File: src/rtl/dmem_arbiter_if.sv
// Requester-side handshake bundle for the data-memory arbiter.
// The master issues req plus a command and the arbiter answers with gnt, then rvalid/rdata/err.
interface dmem_arbiter_if;
  logic        req;
  logic        we;
  logic [2:0]  funct3;
  logic [31:0] addr;
  logic [31:0] wdata;
  logic        gnt;
  logic        rvalid;
  logic [31:0] rdata;
  logic        err;

  modport master (
    output req, we, funct3, addr, wdata,
    input  gnt, rvalid, rdata, err
  );

  modport slave (
    input  req, we, funct3, addr, wdata,
    output gnt, rvalid, rdata, err
  );
endinterface

File: src/rtl/dmem_arbiter.sv
// Two-port arbiter in front of a single-port data memory with combinational reads.
// One access is in flight at a time, and illegal requests are answered without touching memory.
module dmem_arbiter #(
  parameter int unsigned MEM_BYTES = 65536,
  parameter bit          FIX_PRIO  = 1'b0
) (
  input  logic          clk,
  input  logic          reset,
  dmem_arbiter_if.slave m0,
  dmem_arbiter_if.slave m1,
  output logic          mem_we,
  output logic          mem_re,
  output logic [2:0]    mem_funct3,
  output logic [31:0]   mem_addr,
  output logic [31:0]   mem_wdata,
  input  logic [31:0]   mem_rdata
);
  typedef enum logic [1:0] {IDLE, ACCESS, RESP} state_t;

  localparam logic [32:0] ADDR_LIMIT = 33'(MEM_BYTES);

  state_t      state;
  logic        rr_ptr;
  logic        owner;
  logic        cmd_we;
  logic [2:0]  cmd_funct3;
  logic [31:0] cmd_addr;
  logic [31:0] cmd_wdata;
  logic        we_reg;
  logic        re_reg;
  logic [31:0] rdata_reg;
  logic        err_reg;
  logic [1:0]  rvalid_reg;

  logic        any_req;
  logic        winner;
  logic        sel_we;
  logic [2:0]  sel_funct3;
  logic [31:0] sel_addr;
  logic [31:0] sel_wdata;
  logic        f3_ok;
  logic        align_ok;
  logic        legal;

  always_comb begin
    any_req = m0.req | m1.req;
    // With a single requester it wins outright; rr_ptr only breaks ties.
    if (m0.req && m1.req) winner = FIX_PRIO ? 1'b0 : rr_ptr;
    else                  winner = m1.req;
    sel_we     = winner ? m1.we     : m0.we;
    sel_funct3 = winner ? m1.funct3 : m0.funct3;
    sel_addr   = winner ? m1.addr   : m0.addr;
    sel_wdata  = winner ? m1.wdata  : m0.wdata;
  end

  always_comb begin
    f3_ok    = 1'b1;
    align_ok = 1'b1;
    case (sel_funct3)
      3'b000:  align_ok = 1'b1;
      3'b001:  align_ok = ~sel_addr[0];
      3'b010:  align_ok = (sel_addr[1:0] == 2'b00);
      3'b100:  f3_ok    = ~sel_we;
      3'b101: begin
        f3_ok    = ~sel_we;
        align_ok = ~sel_addr[0];
      end
      default: f3_ok    = 1'b0;
    endcase
    legal = f3_ok && align_ok && ({1'b0, sel_addr} < ADDR_LIMIT);
  end

  assign m0.gnt = (state == IDLE) && m0.req && !winner;
  assign m1.gnt = (state == IDLE) && m1.req && winner;

  always_ff @(posedge clk) begin
    if (reset) begin
      state      <= IDLE;
      rr_ptr     <= 1'b0;
      owner      <= 1'b0;
      cmd_we     <= 1'b0;
      cmd_funct3 <= 3'b000;
      cmd_addr   <= 32'h0;
      cmd_wdata  <= 32'h0;
      we_reg     <= 1'b0;
      re_reg     <= 1'b0;
      rdata_reg  <= 32'h0;
      err_reg    <= 1'b0;
      rvalid_reg <= 2'b00;
    end else begin
      case (state)
        IDLE: begin
          if (any_req) begin
            owner      <= winner;
            rr_ptr     <= ~winner;
            cmd_we     <= sel_we;
            cmd_funct3 <= sel_funct3;
            cmd_addr   <= sel_addr;
            cmd_wdata  <= sel_wdata;
            if (legal) begin
              state  <= ACCESS;
              we_reg <= sel_we;
              re_reg <= ~sel_we;
            end else begin
              state      <= RESP;
              err_reg    <= 1'b1;
              rdata_reg  <= 32'h0;
              rvalid_reg <= winner ? 2'b10 : 2'b01;
            end
          end
        end
        ACCESS: begin
          state      <= RESP;
          we_reg     <= 1'b0;
          re_reg     <= 1'b0;
          err_reg    <= 1'b0;
          rdata_reg  <= cmd_we ? 32'h0 : mem_rdata;
          rvalid_reg <= owner ? 2'b10 : 2'b01;
        end
        RESP: begin
          state      <= IDLE;
          rvalid_reg <= 2'b00;
        end
        default: state <= IDLE;
      endcase
    end
  end

  // Gating with reset keeps an interrupted store from landing in memory on the reset edge.
  assign mem_we     = we_reg & ~reset;
  assign mem_re     = re_reg & ~reset;
  assign mem_funct3 = cmd_funct3;
  assign mem_addr   = cmd_addr;
  assign mem_wdata  = cmd_wdata;

  assign m0.rvalid = rvalid_reg[0];
  assign m0.rdata  = rdata_reg;
  assign m0.err    = err_reg;
  assign m1.rvalid = rvalid_reg[1];
  assign m1.rdata  = rdata_reg;
  assign m1.err    = err_reg;
endmodule

File: src/flat_wrapper.sv
// flat-port wrapper written by rule: the top's interface ports become plain ports
module dmem_arbiter_flat 
#(
  parameter int unsigned MEM_BYTES = 65536,
  parameter bit          FIX_PRIO  = 1'b0
)
  (clk, reset, mem_we, mem_re, mem_funct3, mem_addr, mem_wdata, mem_rdata, m0_req, m0_we, m0_funct3, m0_addr, m0_wdata, m0_gnt, m0_rvalid, m0_rdata, m0_err, m1_req, m1_we, m1_funct3, m1_addr, m1_wdata, m1_gnt, m1_rvalid, m1_rdata, m1_err);
  dmem_arbiter_if m0_i ();
  dmem_arbiter_if m1_i ();
  input  logic clk;
  input  logic reset;
  output logic mem_we;
  output logic mem_re;
  output logic [2:0] mem_funct3;
  output logic [31:0] mem_addr;
  output logic [31:0] mem_wdata;
  input  logic [31:0] mem_rdata;
  input wire logic [$bits(m0_i.req)-1:0] m0_req;
  input wire logic [$bits(m0_i.we)-1:0] m0_we;
  input wire logic [$bits(m0_i.funct3)-1:0] m0_funct3;
  input wire logic [$bits(m0_i.addr)-1:0] m0_addr;
  input wire logic [$bits(m0_i.wdata)-1:0] m0_wdata;
  output wire logic [$bits(m0_i.gnt)-1:0] m0_gnt;
  output wire logic [$bits(m0_i.rvalid)-1:0] m0_rvalid;
  output wire logic [$bits(m0_i.rdata)-1:0] m0_rdata;
  output wire logic [$bits(m0_i.err)-1:0] m0_err;
  input wire logic [$bits(m1_i.req)-1:0] m1_req;
  input wire logic [$bits(m1_i.we)-1:0] m1_we;
  input wire logic [$bits(m1_i.funct3)-1:0] m1_funct3;
  input wire logic [$bits(m1_i.addr)-1:0] m1_addr;
  input wire logic [$bits(m1_i.wdata)-1:0] m1_wdata;
  output wire logic [$bits(m1_i.gnt)-1:0] m1_gnt;
  output wire logic [$bits(m1_i.rvalid)-1:0] m1_rvalid;
  output wire logic [$bits(m1_i.rdata)-1:0] m1_rdata;
  output wire logic [$bits(m1_i.err)-1:0] m1_err;
  assign m0_i.req = m0_req;
  assign m0_i.we = m0_we;
  assign m0_i.funct3 = m0_funct3;
  assign m0_i.addr = m0_addr;
  assign m0_i.wdata = m0_wdata;
  assign m0_gnt = m0_i.gnt;
  assign m0_rvalid = m0_i.rvalid;
  assign m0_rdata = m0_i.rdata;
  assign m0_err = m0_i.err;
  assign m1_i.req = m1_req;
  assign m1_i.we = m1_we;
  assign m1_i.funct3 = m1_funct3;
  assign m1_i.addr = m1_addr;
  assign m1_i.wdata = m1_wdata;
  assign m1_gnt = m1_i.gnt;
  assign m1_rvalid = m1_i.rvalid;
  assign m1_rdata = m1_i.rdata;
  assign m1_err = m1_i.err;
  dmem_arbiter #(.MEM_BYTES(MEM_BYTES), .FIX_PRIO(FIX_PRIO)) u_core (.clk(clk), .reset(reset), .m0(m0_i), .m1(m1_i), .mem_we(mem_we), .mem_re(mem_re), .mem_funct3(mem_funct3), .mem_addr(mem_addr), .mem_wdata(mem_wdata), .mem_rdata(mem_rdata));
endmodule
File: config.mk
export PLATFORM = sky130hd
export DESIGN_NAME = dmem_arbiter_flat
export DESIGN_NICKNAME = d
export VERILOG_FILES = /design/src/rtl/dmem_arbiter_if.sv /design/src/rtl/dmem_arbiter.sv /design/src/flat_wrapper.sv
export SDC_FILE = /design/constraint.sdc
export NUM_CORES = 1
export LEC_CHECK = 0
export CELL_PAD_IN_SITES_DETAIL_PLACEMENT = 2
export CELL_PAD_IN_SITES_GLOBAL_PLACEMENT = 2
export CORE_ASPECT_RATIO = 0.6
export CORE_UTILIZATION = 22
export DETAILED_ROUTE_END_ITERATION = 8
export GPL_TIMING_DRIVEN = 0
export HOLD_SLACK_MARGIN = 0.03
export PLACE_DENSITY = 0.91
export RECOVER_POWER = 100
export SYNTH_ARGS = -nofsm -noshare
export SYNTH_HDL_FRONTEND = slang
export SYNTH_SLANG_ARGS = --single-unit
export TNS_END_PERCENT = 10
File: constraint.sdc
create_clock -name clk -period 3.05 [get_ports clk]
set_input_delay 0.4575 -clock clk [delete_from_list [all_inputs] [get_ports clk]]
set_output_delay 0.4575 -clock clk [all_outputs]
set_load 0.05 [all_outputs]
; Word level (Yosys, flattened, before mapping)
; Index checks and enable logic that the tools add are counted.
[classes]
order_cmp = 1
eq_ne = 9
n_mux = 28
bitwise_logic = 7
reduce_logical = 20
[ops]
columns = operator, count
row1 = 32-bit two-way mux, 5
row2 = 32-bit one-hot mux with 2 select lines, 1
row3 = 32-bit by 17-bit less-than comparator with 1-bit output (second input constant), 1
row4 = 2-bit two-way mux, 6
row5 = 1-bit one-hot mux with 2 select lines, 5
row6 = 3-bit AND reduction, 3
row7 = 1-bit two-way mux, 8
row8 = 1-bit logical AND, 7
row9 = 3-bit == test (second input constant), 2
row10 = 2-bit one-hot mux with 3 select lines, 1
row11 = 2-bit logical NOT, 2
row12 = 2-bit by 1-bit inequality test with 1-bit output (second input constant), 2
row13 = 1-bit NOT, 4
row14 = 2-bit one-hot mux with 2 select lines, 1
row15 = 2-bit OR reduction, 2
row16 = 3-bit by 1-bit == test with 1-bit output (second input constant), 1
row17 = 3-bit by 2-bit == test with 1-bit output (second input constant), 1
row18 = 3-bit logical NOT, 1
row19 = 3-bit two-way mux, 1
row20 = 3-bit nonzero test, 1
row21 = 3-bit OR reduction, 1
row22 = 1-bit bitwise AND, 2
row23 = 2-bit by 1-bit == test with 1-bit output (second input constant), 1
row24 = 2-bit == test (second input constant), 1
row25 = other kinds (5), 5
[totals]
reg_bits = 109
in_bits = 172
output_inout_bits = 139
word_cells = 77

; Logic depth before layout (Yosys ltp)
; Gate-level depths: netlist (run 1).
[depth]
depth_word = 11
mapped_depth = 9
mapped_depth_nobuf = 6

; Worst setup path after synthesis (run 1)
; Ideal clock, no wire load.
[synth_timing]
path_type = input port to output port
start = input m1_req
end = output m1_gnt
arrival_ns = 1.846
required_time_ns = 2.592
setup_slack_ns = 0.747
stages = 5
n_path_buf = 4
path_cell_list = buf_2 -> clkbuf_1 -> and3_1 -> buf_2 -> buf_1
[synth_between]
elab_chain_len = 3
elab_cells_between_ends = 4
classes_between = mux: 1 / reduce/logical: 3
[synth_lines]
columns = element, line_no
row1 = from (decl), flat_wrapper.sv:27  ; input wire logic [$bits(m1_i.req)-1:0] m1_req;
row2 = 1-bit logical AND, dmem_arbiter.sv:48  ; if (m0.req && m1.req) winner = FIX_PRIO ? 1'b0 : rr_ptr;
row3 = 1-bit two-way mux, dmem_arbiter.sv:48
row4 = 1-bit logical AND (*), dmem_arbiter.sv:74  ; assign m1.gnt = (state == IDLE) && m1.req && winner;
row5 = to (decl), flat_wrapper.sv:32  ; output wire logic [$bits(m1_i.gnt)-1:0] m1_gnt;
; Every way passes the cells marked *; elsewhere a longest branch is shown, timed or not.

; Worst setup path after layout (run 1)
[layout_timing]
start = input m0_req
end = output m1_gnt
[layout_between]
elab_chain_len = 3
[layout_lines]
columns = element, line_no
row1 = from (decl), flat_wrapper.sv:18  ; input wire logic [$bits(m0_i.req)-1:0] m0_req;
row2 = 1-bit logical AND, dmem_arbiter.sv:48
row3 = 1-bit two-way mux, dmem_arbiter.sv:48
row4 = 1-bit logical AND, dmem_arbiter.sv:74
; No other way between the ends.

==> results.py, run 1 <==
metrics = {
    "outcome": {
        "status": "completed",
    },
    "synthesis": {
        "synth_cells": 573,
        "synth.avg_cell_area_sq_um": 9.01,
        "synth_top_area_cell": "dfxtp_1",
        "ys_top_cells_by_area": "dfxtp_1, mux2i_1, nor2_1, buf_4, a211oi_1",
        "yosysSeqAreaShare": 0.422,
        "syn-num-nets": 748,
        "ys_ff_latch": 109,
        "yosys_warnings": 0,
        "synth_top_area_share": 0.422,
        "syn_area_sq_um": 5160,
        "synth.distinct_cells": 41,
    },
    "sta": {
        "setup_violations": 0,
        "achievable-frequency_mhz": 342,
        "tightest_slew_ns": 1.32,
        "hold_viol_final": 0,
        "fin_worst_skew_ns": 0.00679,
        "slew_violations": 0,
        "rsz0062_at_grt": "false",
        "relSlewSlack": 0.113,
        "holdWs_ns": 0.493,
        "period_minus_slack_ns": 2.92,
        "post-route-period-util": 0.958,
    },
    "cells_and_area": {
        "drive_gt1_frac": 0.0747,
        "nFillCells": 2502,
        "final_cell_count_no_fill": 1212,
        "area_growth_pct": 72.7,
        "multiInputGateArea_sq_um": 2460,
        "ff_latch_area_sq_um": 2180,
        "fin_util": 0.386,
        "finalNetCount": 1067,
        "n_antenna_cell": 0,
    },
    "clock_tree": {
        "cts_tree": "done",
        "cts_setup_buffers": 0,
        "cts.path.max_buffers": 2,
        "htree_num_levels": 3,
        "path_clk_slew_ns": 0.08,
        "cts.sinks": 109,
        "cts_made_buffers": 9,
        "cts_root_buffer": "clkbuf_16",
        "clk_latency_ns": 0.36,
    },
    "pwr": {
        "max-vdd-ir-drop_mv": 0.253,
        "power_switching_mw": 1.37,
        "power.density_nw_per_um2": 450,
        "combPwrFrac": 0.308,
        "seqPwrFrac": 0.393,
        "internal_power_mw": 2.64,
        "clkPwrFrac": 0.299,
        "p_sw_frac": 0.342,
        "p_leak_nw": 3.81,
    },
    "placement": {
        "place.detailed.hpwl_um": 19700,
        "numPortBuffers": 309,
        "dp_cells": 1197,
        "gp_congestion": 0.822,
    },
    "critical_path": {
        "start_kind": "input port",
        "required_ns": 2.59,
        "worstReg2RegStart": "u_core.rr_ptr",
        "worstRegToRegCells": 8,
        "r2r_setup_slack_ns": 0.50,
        "r2r-end": "u_core.m0.rdata[12]",
        "cp-end-kind": "output pin",
        "cp_max_fo": 18,
        "cp.arrival_ns": 2.47,
        "criticalPathCategory": "in2out",
    },
    "floorplan": {
        "start_util": 0.224,
        "io_pins": 311,
        "fp.dieH_um": 121,
        "rows": 43,
        "dieArea_sq_um": 24100,
        "coreArea_sq_um": 23100,
        "die_width_um": 200,
    },
    "grt": {
        "grt_max_degree": 19,
        "use_met3": 0.0689,
        "use_met1": 0.240,
        "grt_pass1_vias": 6276,
        "grt_use_met2": 0.344,
        "top_usage_layer": "met2",
        "antenna_found_initial": 0,
        "gr-total-overflow": 0,
        "grt_usage": 0.201,
        "grt_pass1_wl_um": 36400,
    },
    "route": {
        "drt.antenna.violating_nets": 0,
        "remaining_drc_errors": 0,
        "vias": 5618,
        "first_pass_iters": 7,
        "drtIter0Drc": 177,
        "routed_wl_um": 24200,
        "wl_per_cell_um": 20.0,
        "avgViaCountPerCell": 4.64,
    },
    "worst_hold_path": {
        "hold_class": "reg2reg",
        "min_from": "u_core.rvalid_reg[0]",
        "hold_depth": 2,
        "holdPathEnd": "u_core.rvalid_reg[0]",
    },
    "job": {
        "maxCapViolCount": 0,
    },
}
-- metal layers --
layer  wire [um]  vias up
met5           0        -
met4         285        0
met3        2060       18
met2       11500      216
met1       10400     2736
li1            -     2648
-- cell type report --
cell class,count,share of cell area
Timing Repair Buffer,309,0.345
Multi-Input combinational cell,379,0.276
Sequential cell,109,0.245
Buffer,79,0.0543
Tap cell,315,0.0442
Clock buffer,12,0.0299
Clock inverter,4,0.00351
Inverter,5,0.00210
-- cell families (layout without fill, tap and decap cells) --
logic type	Yosys count	in the layout	share of synthesized area
compound gates	93	93	0.148
fa+ha+maj	3	3	0.00727
mux	65	65	0.126
simple gates	218	218	0.199
buf+inv	85	409	0.0979
flops	109	109	0.422
-- what timing repair did --
item | 4_1_cts | 5_1_grt
setup endpoints to repair | 2 | 4
resized for setup | 6 | 5
hold buffers | 0 | 0
-- worst max-delay path by stage --
| stage | start | to | slack (ns) |
|---|---|---|---|
| 3_3_place_gp | m0_req | m0_gnt | -0.71 |
| 2_1_floorplan | m1_req | m1_gnt | 0.75 |
| 3_5_place_dp | m0_req | m0_gnt | -0.72 |
| 5_1_grt | m0_req | m1_gnt | 0.009 |
| 6_report | m0_req | m1_gnt | 0.13 |
| 4_1_cts | reset | mem_re | 0.02 |
-- worst max-delay path, cell delays in order --
cell             delay [ns]
clkdlybuf4s50_1        0.48
nand2b_2               0.16
clkbuf_2               0.26
and3_1                 0.18
buf_2                  0.35
clkdlybuf4s15_1        0.56
-- layout by cell type (no fill, tap or decap), types with 4 or more instances in the layout --
cell,n
clkdlybuf4s50_1,169
clkbuf_16,9
buf_2,4
nand4_1,7
dlygate4sd3_1,136
nand2b_1,34
mux2i_1,64
a211oi_1,32
dfxtp_1,109
nor2_1,74
nand3_1,21
inv_1,5
nor4_1,6
nor2b_1,5
a311oi_1,22
o21ai_0,7
buf_4,33
a222oi_1,16
nand2_1,60
clkbuf_1,35
a21oi_1,4
-- cells in the mapped netlist, drive strengths merged --
| master | count |
|---|---|
| a211o | 2 |
| nor2 | 74 |
| and2 | 2 |
| and3 | 2 |
| clkbuf | 31 |
| o211ai | 3 |
| or4b | 1 |
| a222oi | 16 |
| a311oi | 22 |
| o31a | 1 |
| nor2b | 5 |
| a31o | 1 |
| nand2 | 61 |
| a211oi | 32 |
| a31oi | 1 |
| ha | 3 |
| nor3b | 1 |
| nand4 | 7 |
| o21ai | 9 |
| a21oi | 4 |
| nor3 | 1 |
| mux2i | 64 |
| inv | 5 |
| mux2 | 1 |
| nand3 | 21 |
| buf | 49 |
| a21boi | 2 |
| nand2b | 35 |
| dfxtp | 109 |
| nor4 | 8 |
-- power groups by stage --
stage	Combinational, mW	Clock (mW)	Sequential [mW]
finish	1.24	1.20	1.58
global route	1.31	1.30	1.59
CTS	1.29	1.26	1.58
detailed placement	1.28	0	1.62
global placement	1.25	0	1.61
floorplan	0.379	0	1.92
-- metrics by stage --
stage          setup WS, ns  total power [mW]  cell area, sq um  setup TNS (ns)
3_3_place_gp         -0.707              2.86              8650           -1.24
2_1_floorplan         0.747              2.30              5160               0
5_1_grt             0.00895              4.21              8920               0
3_5_place_dp         -0.723              2.90              8650           -1.28
6_report              0.127              4.02              8920               0
4_1_cts              0.0217              4.13              8950               0
Note: power is estimated with default switching activity, not from simulation.
==> run 2, diff against run 1 <==
--- a/config.mk
+++ b/config.mk
@@ -12,7 +12,7 @@
 export DETAILED_ROUTE_END_ITERATION = 8
 export GPL_TIMING_DRIVEN = 0
 export HOLD_SLACK_MARGIN = 0.03
-export PLACE_DENSITY = 0.91
+export PLACE_DENSITY = 0.92
 export RECOVER_POWER = 100
 export SYNTH_ARGS = -nofsm -noshare
 export SYNTH_HDL_FRONTEND = slang
==> run 2 against run 1 <==
Clock power is 5% lower. First-iteration DRC count is 9.0% lower. Non-clock buffer count stayed put. Cell area is 0.21% lower. Via count is 0.61% lower. Die area stayed put. Sequential power hardly changed. Setup slack worse by 0.0032 ns. Sequential share of layout area is 0.052 points higher. Wire length is 0.64% higher.
==> results.py, run 2 (synthesis results as in run 1) <==
metrics = {
    "pwr": {
        "power_switching_mw": 1.38,
        "power.density_nw_per_um2": 445,
        "combPwrFrac": 0.313,
        "internal_power_mw": 2.58,
        "seqPwrFrac": 0.400,
        "p_sw_frac": 0.348,
        "clkPwrFrac": 0.288,
        "max-vdd-ir-drop_mv": 0.244,
        "power.total_mw": 3.96,
        "p_leak_nw": 3.79,
    },
    "clock_tree": {
        "cts.path.max_buffers": 2,
        "path_clk_slew_ns": 0.07,
        "ctsHoldBuffers": 0,
        "cts_setup_buffers": 0,
        "cts_made_buffers": 9,
        "cts-resized-gates": 8,
        "clk_latency_ns": 0.35,
        "cts_root_buffer": "clkbuf_16",
        "htree_num_levels": 3,
        "cts_tree": "done",
        "cts.sinks": 109,
    },
    "cells_and_area": {
        "layout_commonest_cell": "clkdlybuf4s50_1",
        "drive_gt1_frac": 0.0747,
        "final_cell_mix": "clkdlybuf4s50_1, dlygate4sd3_1, dfxtp_1, nor2_1, mux2i_1",
        "final_cell_count_no_fill": 1212,
        "area_growth_pct": 72.3,
        "finalNetCount": 1067,
        "n_antenna_cell": 0,
    },
    "sta": {
        "period_minus_slack_ns": 2.93,
        "achievable-frequency_mhz": 342,
        "setup_violations": 0,
        "rsz0062_at_grt": "false",
        "relSlewSlack": 0.337,
        "fin_worst_skew_ns": 0.0101,
        "hold_viol_final": 0,
        "final.setup.tns_ns": 0,
        "post-route-period-util": 0.960,
        "tightest_slew_ns": 0.985,
        "slew_violations": 0,
    },
    "worst_hold_path": {
        "hold_depth": 2,
        "hold_class": "reg2reg",
    },
    "route": {
        "drt.antenna.violating_nets": 0,
        "vias": 5584,
        "wl_per_cell_um": 20.1,
        "first_pass_iters": 5,
        "routed_wl_um": 24400,
        "remaining_drc_errors": 0,
        "drtIter0Drc": 161,
        "avgViaCountPerCell": 4.61,
    },
    "floorplan": {
        "io_pins": 311,
        "fp.dieH_um": 121,
        "dieArea_sq_um": 24100,
        "die_width_um": 200,
        "rows": 43,
        "start_util": 0.224,
        "coreArea_sq_um": 23100,
    },
    "critical_path": {
        "cp_max_fo": 10,
        "cp-end-kind": "output pin",
        "start_kind": "input port",
        "cp.arrival_ns": 2.47,
        "required_ns": 2.59,
        "worstRegToRegCells": 8,
        "criticalPathCategory": "in2out",
    },
    "grt": {
        "gr-total-overflow": 0,
        "grt_usage": 0.200,
        "grt_pass1_vias": 6078,
        "antenna_found_initial": 0,
        "grt_pass1_wl_um": 36400,
        "grt_max_degree": 18,
    },
    "job": {
        "maxCapViolCount": 0,
    },
    "placement": {
        "place.detailed.hpwl_um": 20000,
        "gp_congestion": 0.850,
        "dp_cells": 1197,
        "numPortBuffers": 309,
    },
    "outcome": {
        "status": "completed",
    },
}
run 2: worst paths after layout:
| kind | start | to | slack (ns) |
|---|---|---|---|
| max | m0_req | m1_gnt | 0.12 |
| min | u_core.rvalid_reg[0] | u_core.rvalid_reg[0] | 0.49 |
| max reg2reg | u_core.rr_ptr | u_core.m0.rdata[15] | 0.41 |
| min reg2reg | u_core.rvalid_reg[0] | u_core.rvalid_reg[0] | 0.49 |
run 2: metrics by stage:
stage          hold slack [ns]  utilization  area, sq um  setup WS (ns)
6_report                 0.491        0.386         8900          0.124
2_1_floorplan            0.466            -         5160          0.747
3_3_place_gp             0.471        0.375         8650         -0.701
3_5_place_dp             0.480        0.375         8650         -0.764
4_1_cts                  0.482        0.387         8920        0.00440
5_1_grt                  0.516        0.386         8900        0.00724
run 2: layout make-up:
cell class                      instances  area [sq um]
Clock buffer                           12           236
Inverter                                5          18.8
Fill cell                            2490         14200
Buffer                                 79           484
Clock inverter                          4          32.5
Sequential cell                       109          2180
Multi-Input combinational cell        379          2470
Timing Repair Buffer                  309          3080
Tap cell                              315           394
run 2: routing by layer:
| layer | vias up | routed length (um) | global-route usage |
|---|---|---|---|
| li1 | 2649 | - | - |
| met1 | 2716 | 11000 | 0.256 |
| met2 | 208 | 11300 | 0.335 |
| met3 | 11 | 1870 | 0.0586 |
| met4 | 0 | 206 | 0.0363 |
| met5 | - | 0 | 0 |
run 2: worst max-delay path, stage by stage:
cell and delay, ns:
clkdlybuf4s50_1 0.50, nand2b_2 0.18, buf_2 0.25, and3_1 0.18, buf_2 0.21, buf_2 0.28, clkdlybuf4s15_2 0.41
run 2: power by group through the flow:
stage / clock network [mW] / logic (mW) / registers, mW
3_5_place_dp: 0 / 1.28 / 1.62
6_report: 1.14 / 1.24 / 1.58
2_1_floorplan: 0 / 0.379 / 1.92
5_1_grt: 1.23 / 1.31 / 1.59
3_3_place_gp: 0 / 1.25 / 1.61
4_1_cts: 1.19 / 1.28 / 1.59
==> run 3, diff against run 2 <==
--- a/config.mk
+++ b/config.mk
@@ -8,12 +8,14 @@
 export CELL_PAD_IN_SITES_DETAIL_PLACEMENT = 2
 export CELL_PAD_IN_SITES_GLOBAL_PLACEMENT = 2
 export CORE_ASPECT_RATIO = 0.6
+export CORE_MARGIN = 3
 export CORE_UTILIZATION = 22
 export DETAILED_ROUTE_END_ITERATION = 8
 export GPL_TIMING_DRIVEN = 0
 export HOLD_SLACK_MARGIN = 0.03
 export PLACE_DENSITY = 0.92
 export RECOVER_POWER = 100
+export SKIP_CTS_REPAIR_TIMING = 1
 export SYNTH_ARGS = -nofsm -noshare
 export SYNTH_HDL_FRONTEND = slang
 export SYNTH_SLANG_ARGS = --single-unit
==> run 3 against run 2 <==
The flow now finishes with violations (setup timing). Register-to-register slack better by 0.10 ns. Via count up 0.63%. Count of clock-buffer cells in the layout is 1 lower. Core utilization increased by 1.2 points. Power is 4.0% higher. Wire length is 4.9% higher. Setup slack got worse by 0.17 ns. Sequential share of layout area is 0.16 points lower. Die area increased by 5.4%. Largest cell class unchanged. Highest routed layer unchanged.
==> results.py, run 3 (synthesis results as in run 1) <==
metrics = {
    "cells_and_area": {
        "final_cell_mix": "clkdlybuf4s50_1, dfxtp_1, dlygate4sd3_1, nor2_1, mux2i_1",
        "nFillCells": 2440,
        "fin_area_sq_um": 8960,
        "fin_util": 0.397,
        "n_antenna_cell": 0,
        "layout_commonest_cell": "clkdlybuf4s50_1",
        "area_growth_pct": 73.4,
        "finalNetCount": 1067,
        "drive_gt1_frac": 0.0748,
    },
    "clock_tree": {
        "htree_num_levels": 3,
        "cts_made_buffers": 9,
        "clk_latency_ns": 0.35,
        "cts_root_buffer": "clkbuf_16",
        "cts.path.max_buffers": 2,
        "cts.sinks": 109,
        "cts_tree": "done",
        "path_clk_slew_ns": 0.07,
    },
    "grt": {
        "grt_usage": 0.198,
        "grt_pass1_vias": 6492,
        "gr-total-overflow": 0,
        "grt_pass1_wl_um": 39000,
        "antenna_found_initial": 0,
        "grt_max_degree": 17,
    },
    "pwr": {
        "power_switching_mw": 1.36,
        "p_sw_frac": 0.331,
        "clkPwrFrac": 0.312,
        "power.density_nw_per_um2": 460,
        "p_leak_nw": 3.75,
        "combPwrFrac": 0.304,
        "internal_power_mw": 2.75,
        "seqPwrFrac": 0.384,
        "max-vdd-ir-drop_mv": 0.259,
        "power.total_mw": 4.12,
    },
    "job": {
        "maxCapViolCount": 0,
    },
    "route": {
        "wl_met1_um": 11100,
        "first_pass_iters": 5,
        "remaining_drc_errors": 0,
        "routed_wl_um": 25600,
        "met2_length_um": 12200,
        "drt.antenna.violating_nets": 0,
        "routed-wl-met3_um": 1960,
        "avgViaCountPerCell": 4.67,
        "drtIter0Drc": 184,
        "wl_per_cell_um": 21.3,
        "highest_layer": "met4",
        "vias": 5619,
    },
    "floorplan": {
        "die_width_um": 204,
        "dieArea_sq_um": 25400,
        "coreArea_sq_um": 22500,
        "start_util": 0.229,
        "io_pins": 311,
        "fp.dieH_um": 125,
        "rows": 42,
    },
    "critical_path": {
        "cp.arrival_ns": 2.64,
        "cp-end-kind": "output pin",
        "cp_max_fo": 10,
        "start_kind": "input port",
        "required_ns": 2.59,
        "r2r_setup_slack_ns": 0.51,
        "criticalPathCategory": "in2out",
        "crit_start": "m0_req",
        "worstReg2RegStart": "u_core.state[1]",
    },
    "sta": {
        "slew_violations": 0,
        "achievable-frequency_mhz": 322,
        "final.setup.tns_ns": -0.0509,
        "finalWorstSetupSlack_ns": -0.0509,
        "period_minus_slack_ns": 3.10,
        "post-route-period-util": 1.02,
        "relSlewSlack": 0.289,
        "fin_worst_skew_ns": 0.00828,
        "setup_violations": 1,
        "hold_viol_final": 0,
        "tightest_slew_ns": 1.06,
        "rsz0062_at_grt": "true",
        "holdWs_ns": 0.495,
    },
    "placement": {
        "gp_congestion": 0.814,
        "placed_cell_area_sq_um": 8640,
        "place.detailed.hpwl_um": 21000,
        "numPortBuffers": 309,
    },
    "worst_hold_path": {
        "min_from": "u_core.m0.rdata[13]",
        "hold_class": "reg2reg",
    },
    "outcome": {
        "status": "finished, violations left",
        "violations": "setup timing",
    },
}
==> run 3: cell count changes in the layout (fill, tap and decap cells not counted), sizes merged, moves of 2 or more <==
cell,change
clkbuf,-3
clkdlybuf4s15,-2
dlymetal6s2s,+2
clkdlybuf4s50,+30
bufinv,+2
dlygate4sd3,-29
==> run 3: worst paths after layout <==
| check | endpoint | cells after the start |
|---|---|---|
| setup / recovery | m0_gnt | 7 |
| hold / removal | u_core.m0.rdata[13] | 2 |
| setup reg to reg | u_core.mem_wdata[19] | 8 |
| hold reg to reg | u_core.m0.rdata[13] | 2 |
==> run 3: critical path, cell delays in order <==
cell and delay [ns]:
clkdlybuf4s50_1 0.55, nand2b_2 0.13, nand2_2 0.26, and3_1 0.20, clkbuf_1 0.38, clkbuf_2 0.34
clkbuf_2 0.33
==> run 3: cell type report <==
type                            count  area (sq um)  area share
Multi-Input combinational cell    379          2480       0.277
Clock inverter                      4          72.6     0.00810
Buffer                             79           484      0.0541
Tap cell                          308           385      0.0430
Sequential cell                   109          2180       0.244
Timing Repair Buffer              309          3090       0.345
Clock buffer                       11           243      0.0271
Inverter                            5          18.8     0.00210
==> run 3: per-layer routing <==
layer  vias to the layer above  track usage
li1                       2641            -
met1                      2753        0.237
met2                       207        0.343
met3                        18       0.0692
met4                         0       0.0396
met5                         -            0
==> run 3: power by group through the flow <==
stage	Sequential, mW	Combinational [mW]	Clock (mW)
finish	1.58	1.25	1.28
global route	1.59	1.33	1.39
CTS	1.59	1.29	1.34
detailed placement	1.62	1.29	0
global placement	1.61	1.25	0
floorplan	1.92	0.379	0
==> run 3: through the flow <==
step	setup WS (ns)	std cells
detailed placement	-0.733	1190
global placement	-0.656	1190
global route	-0.194	1204
finish	-0.0509	1204
floorplan	0.747	573
CTS	-0.755	1205
